--- config.mk ---
export PLATFORM = sky130hd
export DESIGN_NAME = onehot_detect
export DESIGN_NICKNAME = d
export VERILOG_FILES = /design/src/rtl/sangdich_checker_onehot.sv
export SDC_FILE = /design/constraint.sdc
export NUM_CORES = 1
export LEC_CHECK = 0
export ABC_AREA = 1
export CAP_MARGIN = 20
export CORE_AREA = 2 2 39 41
export DETAILED_ROUTE_END_ITERATION = 16
export DIE_AREA = 0 0 41 43
export PLACE_DENSITY = 0.3
export SLEW_MARGIN = 20
export SYNTH_ARGS = -nofsm -noshare
export SYNTH_HDL_FRONTEND = slang
export SYNTH_SLANG_ARGS = --single-unit
--- constraint.sdc ---
create_clock -name vclk -period 2.91
set_input_delay 0.873 -clock vclk [all_inputs]
set_output_delay 0.873 -clock vclk [all_outputs]
set_load 0.01 [all_outputs]
--- src/rtl/sangdich_checker_onehot.sv ---
// Combinational single-hot detector for the 8-bit LED bus.
module onehot_detect (
    input  logic [7:0] data_i,
    output logic       onehot_o
);

    logic [7:0] dataMinusOne;

    // x & (x-1) clears the lowest set bit; zero result means at most one bit was set.
    assign dataMinusOne = data_i - 8'd1;
    assign onehot_o     = (data_i != 8'd0) && ((data_i & dataMinusOne) == 8'd0);

endmodule

==> metrics.txt <==
syn avg cell area=4.52 sq um; worst hold start=data_i[4]; Total GRT Usage=3.70%; WL final=304 um; CP bufs+invs=2; max-cap violations=0; final instance count without filler cells=48; crit-path max cell delay=0.46 ns; maximum clock frequency=360 MHz; count of clock buffers in the final design=0; first-pass GRT wire length=503 um; WP data required=2.04 ns; layout cell share with drive strength beyond 1=15.6%; maximum fanout along the worst path=4; largest net degree at the start of global routing=5; hpwl dp=272 um; library cells used by synthesis=7; Mapped Nets=31; top cell type's share of synthesized area=32.5%; DP Area=214 sq um; core area=1380 sq um; worst-path cell chain=clkdlybuf4s50_1, nor2_4, nor2_1, nor2_2, nand3_1, nor2_1, buf_2; RSZ-0062 raised after global routing=false; Die H=43 um; Post-Syn Area=104 sq um; Initial Util=7.50%; GR Overflow Total=0; top cell type by total area after synthesis=nand2_1; main area contributors after synthesis=nand2_1, nor2_2, nor2_1, inv_1, nand3b_1; Max transition margin=90.8%; Area Growth Syn to Fin=111%; Leak=0.0942 nW; Port Buffers=9; io pins=9; endpoints failing setup=0; CP Class=primary input to output port; Initial DRC Count=1; most frequent CP cell=nor2_1; Tightest Hold Check Type=primary input to output port; row count=14; WP data arrival=1.90 ns; Via density=3.19; DRC Markers=0; status=complete, no violations; fin area=219 sq um; Final #Nets=42; Register Area=0 sq um; final worst path period share=95.4%; power per cell area=112 nW/um^2; Avg WL per Cell=6.33 um; Detailed Routing Iterations Pass 1=2; cts hold-fix bufs=0; vias=153; Placed Instances=48; die width=41 um; most common cell after layout, fill and taps aside=nand2_1; crit path launch=data_i[3]; Crit-path slowest cell=clkdlybuf4s50_1; number of routed nets with antenna violations=0; vias in the first global route=133; final hold vios=0; Yosys Warn Count=0; initial antenna violation count=0; Placer Congestion=0.661; Slew Limit Fails=0; Post-Synthesis Cells=23; slew of the pin with the lowest slew margin=0.137 ns; largest delay contributor family on the critical path=buffers and inverters; Worst IR Drop VDD=0.0253 mV; commonest non-fill, non-tap cells in the layout=nand2_1, clkdlybuf4s50_1, nor2_1; seq_cells=0; Die ar.=1760 sq um; register area share after synthesis=0%; Setup crit start kind=primary input; antenna cells=0; crit end category=output port; post-layout min period=2.78 ns
## through the flow
step | utilization (%) | hold WS, ns | TNS, ns | worst slack, ns | total power [mW]
detailed placement | 15.5 | 2.89 | -0.317 | -0.317 | 0.0234
global placement | 15.5 | 2.87 | -0.283 | -0.283 | 0.0231
global route | 15.8 | 2.61 | 0 | 0.0134 | 0.0273
floorplan | - | 1.90 | 0 | 0.671 | 0.00896
finish | 15.8 | 2.54 | 0 | 0.134 | 0.0246
CTS | 15.1 | 2.55 | 0 | 0.0976 | 0.0233
## repair_timing
item                                    CTS  global route
pin swaps                                 2             0
endpoints found under the setup margin    1             1
resized for setup                         4             2
buffers inserted                          0             0
## power by group
| group | switching [mW] | internal [mW] | total [mW] |
|---|---|---|---|
| Combinational | 0.0104 | 0.0142 | 0.0246 |
| Sequential | 0 | 0 | 0 |
| Clock | 0 | 0 | 0 |
| Total | 0.0104 | 0.0142 | 0.0246 |
## Yosys cell counts
cell type and n:
nand4_1 1, nor2_2 4, nand3_1 1, nand2_1 9, nand3b_1 1, inv_1 2, nor2_1 5
## layer usage
| metal | track usage, % | part of all wire [%] | up-vias |
|---|---|---|---|
| met3 | 0 | 8.2 | 0 |
| met1 | 5.70 | 40 | 59 |
| met5 | 0 | 0 | - |
| li1 | - | - | 89 |
| met2 | 5.94 | 51 | 5 |
| met4 | 0 | 0 | 0 |
## layout make-up
class | count | area [sq um]
fill | 169 | 1160
multi-input combinational | 21 | 106
timing repair buffer | 9 | 85.1
tap | 16 | 20.0
inverter | 2 | 7.51
## cell families (layout without fill, tap and decap cells)
| group | count (synthesis) | after routing | synth area share [%] |
|---|---|---|---|
| buffers and inverters | 2 | 11 | 7.23 |
| and+or+nand+nor | 21 | 21 | 92.8 |
## worst paths after layout
check	endpoint	depth (start not counted)
max	onehot_o	7
min	onehot_o	5
Note: power is estimated with default switching activity, not from simulation.
